[config.mk]
export PLATFORM = sky130hd
export DESIGN_NAME = layer_mac_sequencer_flat
export DESIGN_NICKNAME = d
export VERILOG_FILES = /design/src/rtl/layer_mac_sequencer_if.sv /design/src/rtl/layer_mac_sequencer.sv /design/src/flat_wrapper.sv
export SDC_FILE = /design/constraint.sdc
export NUM_CORES = 1
export LEC_CHECK = 0
export BUFFER_PORTS_ARGS = -buffer_cell sky130_fd_sc_hd__buf_2
export CAP_MARGIN = 20
export CORE_MARGIN = 3
export CORE_UTILIZATION = 53
export CTS_BUF_LIST = sky130_fd_sc_hd__clkbuf_2 sky130_fd_sc_hd__clkbuf_4 sky130_fd_sc_hd__clkbuf_8
export DETAILED_ROUTE_END_ITERATION = 16
export PLACE_DENSITY = 0.79
export SYNTH_ARGS = -nofsm -noshare
export SYNTH_HDL_FRONTEND = slang
export SYNTH_SLANG_ARGS = --single-unit
[constraint.sdc]
create_clock -name clk -period 3.42 [get_ports clk]
set_input_delay 0.171 -clock clk [delete_from_list [all_inputs] [get_ports clk]]
set_output_delay 0.171 -clock clk [all_outputs]
set_load 0.01 [all_outputs]
[src/rtl/layer_mac_sequencer_if.sv]
// Handshake and datapath-control bundle between the layer sequencer and its
// environment (network controller, MAC, weight ROM, activation, next layer).
interface layer_mac_sequencer_if #(
  parameter int N_IN  = 3,
  parameter int N_OUT = 4
);
  localparam int IDX_W   = (N_IN > 1) ? $clog2(N_IN) : 1;
  localparam int OUT_W   = (N_OUT > 1) ? $clog2(N_OUT) : 1;
  localparam int WADDR_W = (N_IN * N_OUT > 1) ? $clog2(N_IN * N_OUT) : 1;

  logic               start;
  logic               busy;
  logic               done;
  logic               mac_clr;
  logic               mac_en;
  logic [IDX_W-1:0]   in_idx;
  logic [WADDR_W-1:0] w_addr;
  logic               mac_ack;
  logic               act_en;
  logic               out_valid;
  logic [OUT_W-1:0]   out_idx;
  logic               out_ready;

  modport master (
    input  start, mac_ack, out_ready,
    output busy, done, mac_clr, mac_en, in_idx, w_addr, act_en, out_valid, out_idx
  );

  modport slave (
    output start, mac_ack, out_ready,
    input  busy, done, mac_clr, mac_en, in_idx, w_addr, act_en, out_valid, out_idx
  );
endinterface

[src/rtl/layer_mac_sequencer.sv]
// Sequencer for one fully-connected layer sharing a single MAC: per neuron it
// clears, runs N_IN acked MAC steps, fires activation, then hands the index on.
module layer_mac_sequencer #(
  parameter int N_IN  = 3,
  parameter int N_OUT = 4
) (
  input  logic                   clk,
  input  logic                   rst,
  layer_mac_sequencer_if.master  bus
);
  localparam int IDX_W   = (N_IN > 1) ? $clog2(N_IN) : 1;
  localparam int OUT_W   = (N_OUT > 1) ? $clog2(N_OUT) : 1;
  localparam int WADDR_W = (N_IN * N_OUT > 1) ? $clog2(N_IN * N_OUT) : 1;

  typedef enum logic [2:0] {
    S_IDLE,
    S_CLR,
    S_ISSUE,
    S_WAIT_ACK,
    S_ACT,
    S_EMIT,
    S_DONE
  } state_e;

  state_e           state, state_nxt;
  logic [IDX_W-1:0] k, k_nxt;
  logic [OUT_W-1:0] n, n_nxt;
  logic             k_last, n_last;

  assign k_last = (k == IDX_W'(N_IN - 1));
  assign n_last = (n == OUT_W'(N_OUT - 1));

  // Inputs are only looked at in the state that owns them, so stray acks,
  // readies and starts fall through to the hold defaults.
  always_comb begin
    // NOTE: every output of this block gets a default first, otherwise paths
    // that leave it unassigned would infer latches.
    state_nxt = state;
    k_nxt     = k;
    n_nxt     = n;
    case (state)
      S_IDLE: begin
        if (bus.start) begin
          n_nxt     = '0;
          state_nxt = S_CLR;
        end
      end
      S_CLR: begin
        k_nxt     = '0;
        state_nxt = S_ISSUE;
      end
      S_ISSUE: state_nxt = S_WAIT_ACK;
      S_WAIT_ACK: begin
        if (bus.mac_ack) begin
          if (k_last) begin
            state_nxt = S_ACT;
          end else begin
            k_nxt     = k + 1'b1;
            state_nxt = S_ISSUE;
          end
        end
      end
      S_ACT: state_nxt = S_EMIT;
      S_EMIT: begin
        if (bus.out_ready) begin
          if (n_last) begin
            state_nxt = S_DONE;
          end else begin
            n_nxt     = n + 1'b1;
            state_nxt = S_CLR;
          end
        end
      end
      S_DONE:  state_nxt = S_IDLE;
      default: state_nxt = S_IDLE;
    endcase
  end

  // Outputs are registered from the next state/counters, so they line up with
  // the state they describe and never see an input combinationally.
  always_ff @(posedge clk) begin
    // NOTE: non-blocking assignments for all state so every flop samples the
    // pre-edge values regardless of statement order.
    if (rst) begin
      state         <= S_IDLE;
      k             <= '0;
      n             <= '0;
      bus.busy      <= 1'b0;
      bus.done      <= 1'b0;
      bus.mac_clr   <= 1'b0;
      bus.mac_en    <= 1'b0;
      bus.act_en    <= 1'b0;
      bus.out_valid <= 1'b0;
      bus.in_idx    <= '0;
      bus.w_addr    <= '0;
      bus.out_idx   <= '0;
    end else begin
      state         <= state_nxt;
      k             <= k_nxt;
      n             <= n_nxt;
      bus.busy      <= (state_nxt != S_IDLE);
      bus.done      <= (state_nxt == S_DONE);
      bus.mac_clr   <= (state_nxt == S_CLR);
      bus.mac_en    <= (state_nxt == S_ISSUE);
      bus.act_en    <= (state_nxt == S_ACT);
      bus.out_valid <= (state_nxt == S_EMIT);
      bus.in_idx    <= k_nxt;
      bus.w_addr    <= WADDR_W'(n_nxt) * WADDR_W'(N_IN) + WADDR_W'(k_nxt);
      bus.out_idx   <= n_nxt;
    end
  end
endmodule

[src/flat_wrapper.sv]
// flat-port wrapper written by rule: the top's interface ports become plain ports
module layer_mac_sequencer_flat 
#(
  parameter int N_IN  = 3,
  parameter int N_OUT = 4
)
  (clk, rst, bus_start, bus_mac_ack, bus_out_ready, bus_busy, bus_done, bus_mac_clr, bus_mac_en, bus_in_idx, bus_w_addr, bus_act_en, bus_out_valid, bus_out_idx);
  layer_mac_sequencer_if #(.N_IN(N_IN), .N_OUT(N_OUT)) bus_i ();
  input  logic clk;
  input  logic rst;
  input wire logic [$bits(bus_i.start)-1:0] bus_start;
  input wire logic [$bits(bus_i.mac_ack)-1:0] bus_mac_ack;
  input wire logic [$bits(bus_i.out_ready)-1:0] bus_out_ready;
  output wire logic [$bits(bus_i.busy)-1:0] bus_busy;
  output wire logic [$bits(bus_i.done)-1:0] bus_done;
  output wire logic [$bits(bus_i.mac_clr)-1:0] bus_mac_clr;
  output wire logic [$bits(bus_i.mac_en)-1:0] bus_mac_en;
  output wire logic [$bits(bus_i.in_idx)-1:0] bus_in_idx;
  output wire logic [$bits(bus_i.w_addr)-1:0] bus_w_addr;
  output wire logic [$bits(bus_i.act_en)-1:0] bus_act_en;
  output wire logic [$bits(bus_i.out_valid)-1:0] bus_out_valid;
  output wire logic [$bits(bus_i.out_idx)-1:0] bus_out_idx;
  assign bus_i.start = bus_start;
  assign bus_i.mac_ack = bus_mac_ack;
  assign bus_i.out_ready = bus_out_ready;
  assign bus_busy = bus_i.busy;
  assign bus_done = bus_i.done;
  assign bus_mac_clr = bus_i.mac_clr;
  assign bus_mac_en = bus_i.mac_en;
  assign bus_in_idx = bus_i.in_idx;
  assign bus_w_addr = bus_i.w_addr;
  assign bus_act_en = bus_i.act_en;
  assign bus_out_valid = bus_i.out_valid;
  assign bus_out_idx = bus_i.out_idx;
  layer_mac_sequencer #(.N_IN(N_IN), .N_OUT(N_OUT)) u_core (.clk(clk), .rst(rst), .bus(bus_i));
endmodule
# After elaboration in Yosys (flattened, before gate mapping)
# Cells that the tools add are included.
[word_totals] register_bits=17 wordCells=41 output_inout_bits=14 in_bits=5
[classes] add_sub_neg=3 multipliers=1 n_eq_ne=12 mux=13 n_reduce_logical=2
[ops] op="$pmux W3 S6" n=1
[ops] op="$eq A3 B3 Y1 const B" n=5
[ops] op="$mux W3" n=5
[ops] op="$mux W2" n=5
[ops] op="$eq A3 B2 Y1 const B" n=3
[ops] op="$pmux W2 S2" n=2
[ops] op="$eq A3 B1 Y1 const B" n=2
[ops] op="$add A2 B1 Y2 const B" n=2
[ops] op="$add A4 B2 Y4" n=1
[ops] op="$eq A2 B2 Y1 const B" n=2
[ops] op="$mul A2 B2 Y4 const B" n=1
[ops] op="$logic_not A3 Y1" n=1
[ops] op="$reduce_bool A3 Y1" n=1

# Longest topological paths before layout
# Gate-level depths: netlist of run 1.
[logic_depth] word_depth=6 ltp_mapped=8 ltp_nobuf=8

# Worst setup path before layout of run 1
# Ideal clock, no wire load.
[synth_path] path_kind="register -> register" from="reg u_core.bus.in_idx[0] (netlist name)" to="reg u_core.bus.w_addr[2]" path_stages_with_launch=9 synth_period_minus_slack_ps=2421 setup_slack_ps=999 path_buffers=0 t_arrival_ps=2307 setup_ps=114 required_time_ps=3306 cell_sequence="dfxtp_1 > inv_1 > ha_1 > a22o_1 > a22o_1 > fa_1 > ha_1 > fa_1 > nor2b_1"
[synth_rtl] item="to (signal assigned)" line_no="layer_mac_sequencer.sv:108" source="bus.w_addr <= WADDR_W'(n_nxt) * WADDR_W'(N_IN) + WADDR_W'(k_nxt);"
[synth_rtl] item="to (decl)" line_no="layer_mac_sequencer_if.sv:26" source="output busy, done, mac_clr, mac_en, in_idx, w_addr, act_en, out_valid, out_idx"

# Worst setup path after layout of run 1
[layout_path] from="reg u_core.state[1]" to="reg u_core.bus.w_addr[2]"
[layout_via] elab_chain_cells=4 word_cells_on_any_way=8 classes_between="1 x add/sub; 1 x mul; 3 x eq/ne; 2 x mux; 1 x reduce/logical"
[layout_rtl] item="from (decl)" line_no="layer_mac_sequencer.sv:25" source="state_e state, state_nxt;"
[layout_rtl] item="from (signal assigned)" line_no="layer_mac_sequencer.sv:98" source="state <= state_nxt;"
[layout_rtl] item="$eq A3 B3 Y1 or $logic_not A3 Y1 (tied branches)" line_no="layer_mac_sequencer.sv:41" source="case (state)"
[layout_rtl] item="$pmux W2 S2 (*)" line_no="layer_mac_sequencer.sv:41"
[layout_rtl] item="via u_core.n_nxt[0]" line_no="layer_mac_sequencer.sv:27" source="logic [OUT_W-1:0] n, n_nxt;"
[layout_rtl] item="$mul A2 B2 Y4 (*)" line_no="layer_mac_sequencer.sv:108"
[layout_rtl] item="$add A4 B2 Y4 (*)" line_no="layer_mac_sequencer.sv:108"
# The timed path passes the listed nets; every way through them passes the cells marked *.
# A chain may end at the register's enable or synchronous reset.

==> results.rst, run 1 <==
.. list-table::
   :header-rows: 1

   * - Metric
     - Value
   * - Area Growth Syn to Fin
     - 15.9%
   * - Maximum ir drop on the vdd rail
     - 0.272 mV
   * - Number of antenna violations at the first check in global routing
     - 0
   * - CP Data Arrival Time
     - 2.72 ns
   * - Overflow left after global routing
     - 0
   * - WP buf/inv
     - 0
   * - Via count of the first global-routing pass
     - 517
   * - Insertion delay of the later-clocked pin in the worst-skew pair
     - 0.29 ns
   * - Synthesized Nets
     - 84
   * - Top area cells in the synthesized netlist
     - dfxtp_1 44%, ha_1 6.5%, nor2b_1 6.5%, fa_1 5.2%, a22o_1 4.5%
   * - Number of buffer cells added on primary ports
     - 18
   * - Headroom to the max-slew limit
     - 0.736
   * - Number of distinct library cells after synthesis
     - 30
   * - Share of cells above drive strength 1
     - 0.272
   * - Leakage
     - 0.000439 uW
   * - # nets final
     - 104
   * - Max-cap check violation count
     - 0
   * - Area of the mapped netlist
     - 772 um^2
   * - Diodes inserted
     - 0
   * - Number of optimization iterations in the first detailed-route pass
     - 4
   * - Top fanout value on the critical path
     - 10
   * - Maximum number of pins on one net before global-route repair
     - 15
   * - Count of final setup violators
     - 0
   * - Start-to-end type of the worst setup path
     - register to register
   * - Largest family of logic cells by synthesized area
     - simple AND/OR/NAND/NOR gates
   * - Period utilization
     - 0.741
   * - Highest attainable clock frequency
     - 0.395 GHz
   * - Die height
     - 44.2 um
   * - Portion of netlist area occupied by mux cells
     - 0.0146
   * - DRT iter0 DRCs
     - 4
   * - Power per unit of standard cell area
     - 395 nW/um^2
   * - Run status
     - finished clean
   * - Post-synthesis simple-gate area fraction
     - 0.263
   * - Required time reported for the critical path endpoint
     - 3.60 ns
   * - Register clock-pin slew on the reported worst setup and hold paths
     - 0.09 ns
   * - Synthesized instance count
     - 73
   * - Parity-gate share of the synthesized area counting xor and xnor cells
     - 0
   * - DP Wirelength
     - 1030 um
   * - Die outline width
     - 44.2 um
   * - Sort of element at the end of the critical path
     - register
   * - I/O pin total
     - 19
   * - Number of vias per cell after detailed routing
     - 5.56
   * - First-pass GRT wire length
     - 2190 um
   * - Number of endpoints with negative hold slack in the final report
     - 0
   * - Count of filler cells inserted in the layout
     - 114
   * - Count of standard-cell rows
     - 13
   * - Number of slew-limit violations in the final report
     - 0
   * - TritonCTS Sinks
     - 17
   * - DIE AREA
     - 1950 um^2
   * - Number of nets still failing antenna checks after routing
     - 0
   * - Flop and latch count out of synthesis
     - 17
   * - Number of cells upsized or downsized after cts
     - 0
   * - # H-tree levels
     - 1
   * - Post CTS Setup Buffer Count
     - 0
   * - RSZ-0062 raised after global routing
     - no
   * - Share of the yosys chip area belonging to registers
     - 0.441
   * - Synth warn
     - 0
   * - Synthesized area per cell
     - 10.6 um^2
   * - Crit path max-delay family
     - adder cells
   * - CTS Hold Bufs
     - 0
   * - Area of the core
     - 1330 um^2
   * - Cell taking the most area after synthesis
     - dfxtp_1
   * - Yosys top cell area share
     - 0.441
   * - Number of vias in the routed layout
     - 595
   * - Final Util
     - 0.671
   * - Final routed DRC violation total
     - 0
   * - Clock root buffer master
     - clkbuf_4
   * - Cell with the largest stage delay on the worst path
     - fa_1
   * - Critical-path cell list
     - nor4b_2 -> nor2b_1 -> mux2_2 -> fa_1 -> ha_1 -> fa_1 -> nor2b_1
   * - Average wire per cell in the routed design
     - 12.8 um
   * - Hold Path Class
     - input port to register
   * - Post-Route WL
     - 1370 um
   * - Setup total negative slack
     - 0 ns
   * - R2R Setup Slk
     - 0.89 ns
   * - Final Skew
     - 0.00105 ns
   * - Max stage delay on crit path
     - 0.45 ns
   * - Number of buffers created by CTS
     - 3
   * - Routability congestion estimate
     - 0.759
   * - TritonCTS clock tree
     - yes
   * - Post-synthesis share of cell area spent on full adders, half adders and majority gates
     - 0.117
   * - Total global routing track utilization
     - 0.158
   * - Actual slew at the worst max-slew pin
     - 0.395 ns
   * - Maximum clock path buffer count
     - 2
   * - Startpoint types
     - register
   * - Crit path time final
     - 2.53 ns
   * - Compound-Gate Fraction of Synth Area
     - 0.125
   * - Starting density of the core
     - 0.579
==> metrics by stage <==
stage               hold WS (ns)  power, uW  area (um^2)  std cells  worst slack [ns]
finish                     0.208        353          895        107             0.887
CTS                        0.200        358          895        107             0.898
detailed placement         0.508        246          865        103             0.907
global placement           0.503        245          865        103             0.967
global route               0.224        370          895        107             0.753
floorplan                  0.243        237          772         73             0.999
==> worst register-to-register path, stage by stage (launching register included) <==
cell and delay, ns:
dfxtp_1 0.43, nor4b_2 0.38, nor2b_1 0.08, mux2_2 0.31, fa_1 0.45, ha_1 0.23
fa_1 0.42, nor2b_1 0.13
==> kinds of logic after synthesis <==
| kind of cell | count (synthesis) |
|---|---|
| and+or+nand+nor | 30 |
| adders and majority gates | 6 |
| AOI/OAI and AO/OA | 12 |
| DFF | 17 |
| buffers and inverters | 7 |
| muxes | 1 |
==> layer usage <==
layer  vias to the layer above  wire [um]  GRT usage
li1                        298          -          -
met1                       279        590      0.183
met2                        13        672      0.241
met3                         5         80     0.0610
met4                         0         31      0.102
met5                         -          0          0
==> sequential cells by signal (all words and copies together) (netlist names) <==
| register | cells |
|---|---|
| u_core.bus.busy | 1 |
| u_core.bus.out_idx | 2 |
| u_core.bus.act_en | 1 |
| u_core.bus.mac_clr | 1 |
| u_core.bus.out_valid | 1 |
| u_core.bus.mac_en | 1 |
| u_core.bus.in_idx | 2 |
| u_core.state | 3 |
| u_core.bus.done | 1 |
| u_core.bus.w_addr | 4 |
==> cell usage in the layout (no fill, tap or decap), types with 2 or more instances in the layout <==
cell	instances
a22o_1	4
and2_1	2
and3b_1	3
buf_2	18
clkbuf_4	4
dfxtp_1	17
fa_1	2
ha_1	4
inv_1	4
nand2b_1	2
nand3_1	3
nor2_1	4
nor2b_1	8
nor3_1	2
==> final timing paths <==
path | from | to | cells past startpoint
hold / removal | rst | u_core.state[0] | 2
setup reg to reg | u_core.state[1] | u_core.bus.w_addr[2] | 7
hold reg to reg | u_core.bus.out_idx[1] | u_core.bus.out_idx[1] | 2
setup / recovery | u_core.state[1] | u_core.bus.w_addr[2] | 7
==> synth_stat cells <==
cell / count
ha_1: 4
and3b_1: 3
fa_1: 2
nor2b_4: 1
and4bb_1: 1
clkbuf_1: 1
nor4bb_1: 1
a31o_1: 1
and2_1: 2
a41oi_1: 1
a211o_1: 1
a31oi_1: 1
and3_1: 1
a221o_1: 1
a221oi_1: 1
o21ai_1: 1
a22o_1: 4
mux2_2: 1
nor2b_1: 8
nor2_1: 4
nand3_1: 3
nor4b_2: 1
nor3_1: 2
a21oi_1: 1
buf_2: 1
inv_1: 4
nand2b_1: 2
dfxtp_1: 17
buf_4: 1
nand2_1: 1
==> layout make-up <==
| class | count | area [um^2] | area share |
|---|---|---|---|
| Multi-Input combinational cell | 49 | 400 | 0.448 |
| Sequential cell | 17 | 340 | 0.380 |
| Timing Repair Buffer | 18 | 90.1 | 0.101 |
| Clock buffer | 4 | 30.0 | 0.0336 |
| Tap cell | 15 | 18.8 | 0.0210 |
| Inverter | 4 | 15.0 | 0.0168 |
==> power breakdown <==
part	total, uW	internal (uW)	switching (uW)
Clock	112	53.4	58.4
Combinational	31.5	14.2	17.3
Sequential	210	203	6.54
Power figures use the tool's default switching activity.
==> run 2, diff against run 1 <==
==> constraint.sdc (replaced) <==
create_clock -name clk -period 2.6 [get_ports clk]
set_input_delay 0.13 -clock clk [delete_from_list [all_inputs] [get_ports clk]]
set_output_delay 0.13 -clock clk [all_outputs]
set_load 0.01 [all_outputs]
==> results.rst, run 2 (same netlist as run 1, synthesis figures left out) <==
.. list-table::
   :header-rows: 1

   * - Metric
     - Value
   * - Insertion delay of the later-clocked pin in the worst-skew pair
     - 0.30 ns
   * - Die height
     - 44.2 um
   * - Run status
     - finished clean
   * - Period utilization
     - 0.954
   * - Number of buffers created by CTS
     - 3
   * - Startpoint types
     - register
   * - CP Data Arrival Time
     - 2.67 ns
   * - Clock root buffer master
     - clkbuf_4
   * - Overflow left after global routing
     - 0
   * - TritonCTS Sinks
     - 17
   * - Critical-path cell list
     - inv_1 -> ha_1 -> a22o_1 -> a22o_1 -> fa_1 -> ha_1 -> fa_1 -> nor2b_1
   * - Post-Route WL
     - 1440 um
   * - Die outline width
     - 44.2 um
   * - Slack of the critical path
     - 0.120 ns
   * - Cell with the largest stage delay on the worst path
     - fa_1
   * - Setup total negative slack
     - 0 ns
   * - Final Util
     - 0.681
   * - Worst setup slack after placement
     - 0.0828 ns
   * - Commonest cells after routing, fill and taps aside
     - 18 x buf_2, 15 x dfxtp_1, 8 x nor2b_1
   * - I/O pin total
     - 19
   * - Number of vias per cell after detailed routing
     - 5.65
   * - # H-tree levels
     - 1
   * - Count of final setup violators
     - 0
   * - Diodes inserted
     - 0
   * - Count of standard-cell rows
     - 13
   * - Actual slew at the worst max-slew pin
     - 0.323 ns
   * - Via count of the first global-routing pass
     - 546
   * - Start-to-end type of the worst setup path
     - register to register
   * - Crit path time final
     - 2.48 ns
   * - DP Wirelength
     - 1050 um
   * - Most common cell after layout, fill and taps aside
     - buf_2
   * - Post CTS Setup Buffer Count
     - 0
   * - Required time reported for the critical path endpoint
     - 2.79 ns
   * - RSZ-0062 raised after global routing
     - no
   * - Final routed DRC violation total
     - 0
   * - First-pass GRT wire length
     - 2320 um
   * - Number of cells in the finished layout apart from fillers
     - 107
   * - Max-cap check violation count
     - 0
   * - Maximum clock path buffer count
     - 2
   * - Highest attainable clock frequency
     - 0.403 GHz
   * - DIE AREA
     - 1950 um^2
   * - DRT iter0 DRCs
     - 10
   * - Max stage delay on crit path
     - 0.47 ns
   * - Number of slew-limit violations in the final report
     - 0
   * - Top reg by flops
     - u_core.bus.w_addr
   * - Number of nets still failing antenna checks after routing
     - 0
   * - Starting density of the core
     - 0.579
   * - Number of endpoints with negative hold slack in the final report
     - 0
   * - Final Skew
     - 0.00216 ns
   * - Headroom to the max-slew limit
     - 0.784
   * - Share of cells above drive strength 1
     - 0.304
   * - Flip-flop count of the largest register, all copies and words added
     - 4
   * - Total cell area at the placement stage
     - 865 um^2
   * - Power per unit of standard cell area
     - 518 nW/um^2
   * - Routability congestion estimate
     - 0.759
   * - Top fanout value on the critical path
     - 4
   * - Number of buffer cells added on primary ports
     - 18
   * - Number of vias in the routed layout
     - 605
   * - Number of optimization iterations in the first detailed-route pass
     - 4
   * - Area Growth Syn to Fin
     - 17.7%
   * - WP buf/inv
     - 1
   * - Leakage
     - 0.000445 uW
   * - Post-placement cell count
     - 103
   * - Post-route standard cell area excluding fillers
     - 908 um^2
   * - TritonCTS clock tree
     - yes
   * - Number of antenna violations at the first check in global routing
     - 0
   * - Maximum number of pins on one net before global-route repair
     - 15
   * - CTS Hold Bufs
     - 0
   * - Count of filler cells inserted in the layout
     - 110
   * - Average wire per cell in the routed design
     - 13.4 um
   * - Register clock-pin slew on the reported worst setup and hold paths
     - 0.09 ns
   * - Maximum ir drop on the vdd rail
     - 0.417 mV
   * - Largest regs
     - u_core.bus.w_addr x4, u_core.state x3
   * - Crit path max-delay family
     - adder cells
   * - # nets final
     - 104
   * - Hold Path Class
     - input port to register
   * - Total global routing track utilization
     - 0.167
   * - Area of the core
     - 1330 um^2
   * - Sort of element at the end of the critical path
     - register
-- run 2: cell counts in the layout (fill, tap and decap cells not counted) --
Identical to the previous run, type by type.
-- run 2: repair_timing --
action / CTS / global route
endpoints found under the setup margin: 0 / 1
hold endpoints to repair: 0 / 0
resized for setup: 0 / 4
-- run 2: final timing paths --
kind,startpoint,to,slack [ns],depth (start not counted)
max,u_core.bus.in_idx[0],u_core.bus.w_addr[2],0.12,8
min reg2reg,u_core.state[1],u_core.state[2],0.67,2
max reg2reg,u_core.bus.in_idx[0],u_core.bus.w_addr[2],0.12,8
min,rst,u_core.state[0],0.17,2
-- run 2: layout make-up --
type / instances / area [um^2] / share of cell area
Multi-Input combinational cell: 49 / 412 / 0.453
Sequential cell: 17 / 343 / 0.377
Timing Repair Buffer: 18 / 90.1 / 0.0992
Clock buffer: 4 / 30.0 / 0.0331
Tap cell: 15 / 18.8 / 0.0207
Inverter: 4 / 15.0 / 0.0165
-- run 2: routing by layer --
metal	vias to the layer above	part of all wire	GRT usage
li1	295	-	-
met4	0	0.019	0.0904
met1	292	0.42	0.185
met5	-	0	0
met3	5	0.063	0.0732
met2	13	0.50	0.267
-- run 2: power breakdown --
part	total (uW)	switching, uW	internal (uW)
clock	150	79.6	70.3
sequential	277	9.32	268
combinational	43.7	23.8	19.9
-- run 2: metrics by stage --
stage	power, uW	hold WS [ns]
floorplan	311	0.202
global placement	322	0.462
detailed placement	324	0.472
CTS	469	0.167
global route	492	0.180
finish	471	0.170
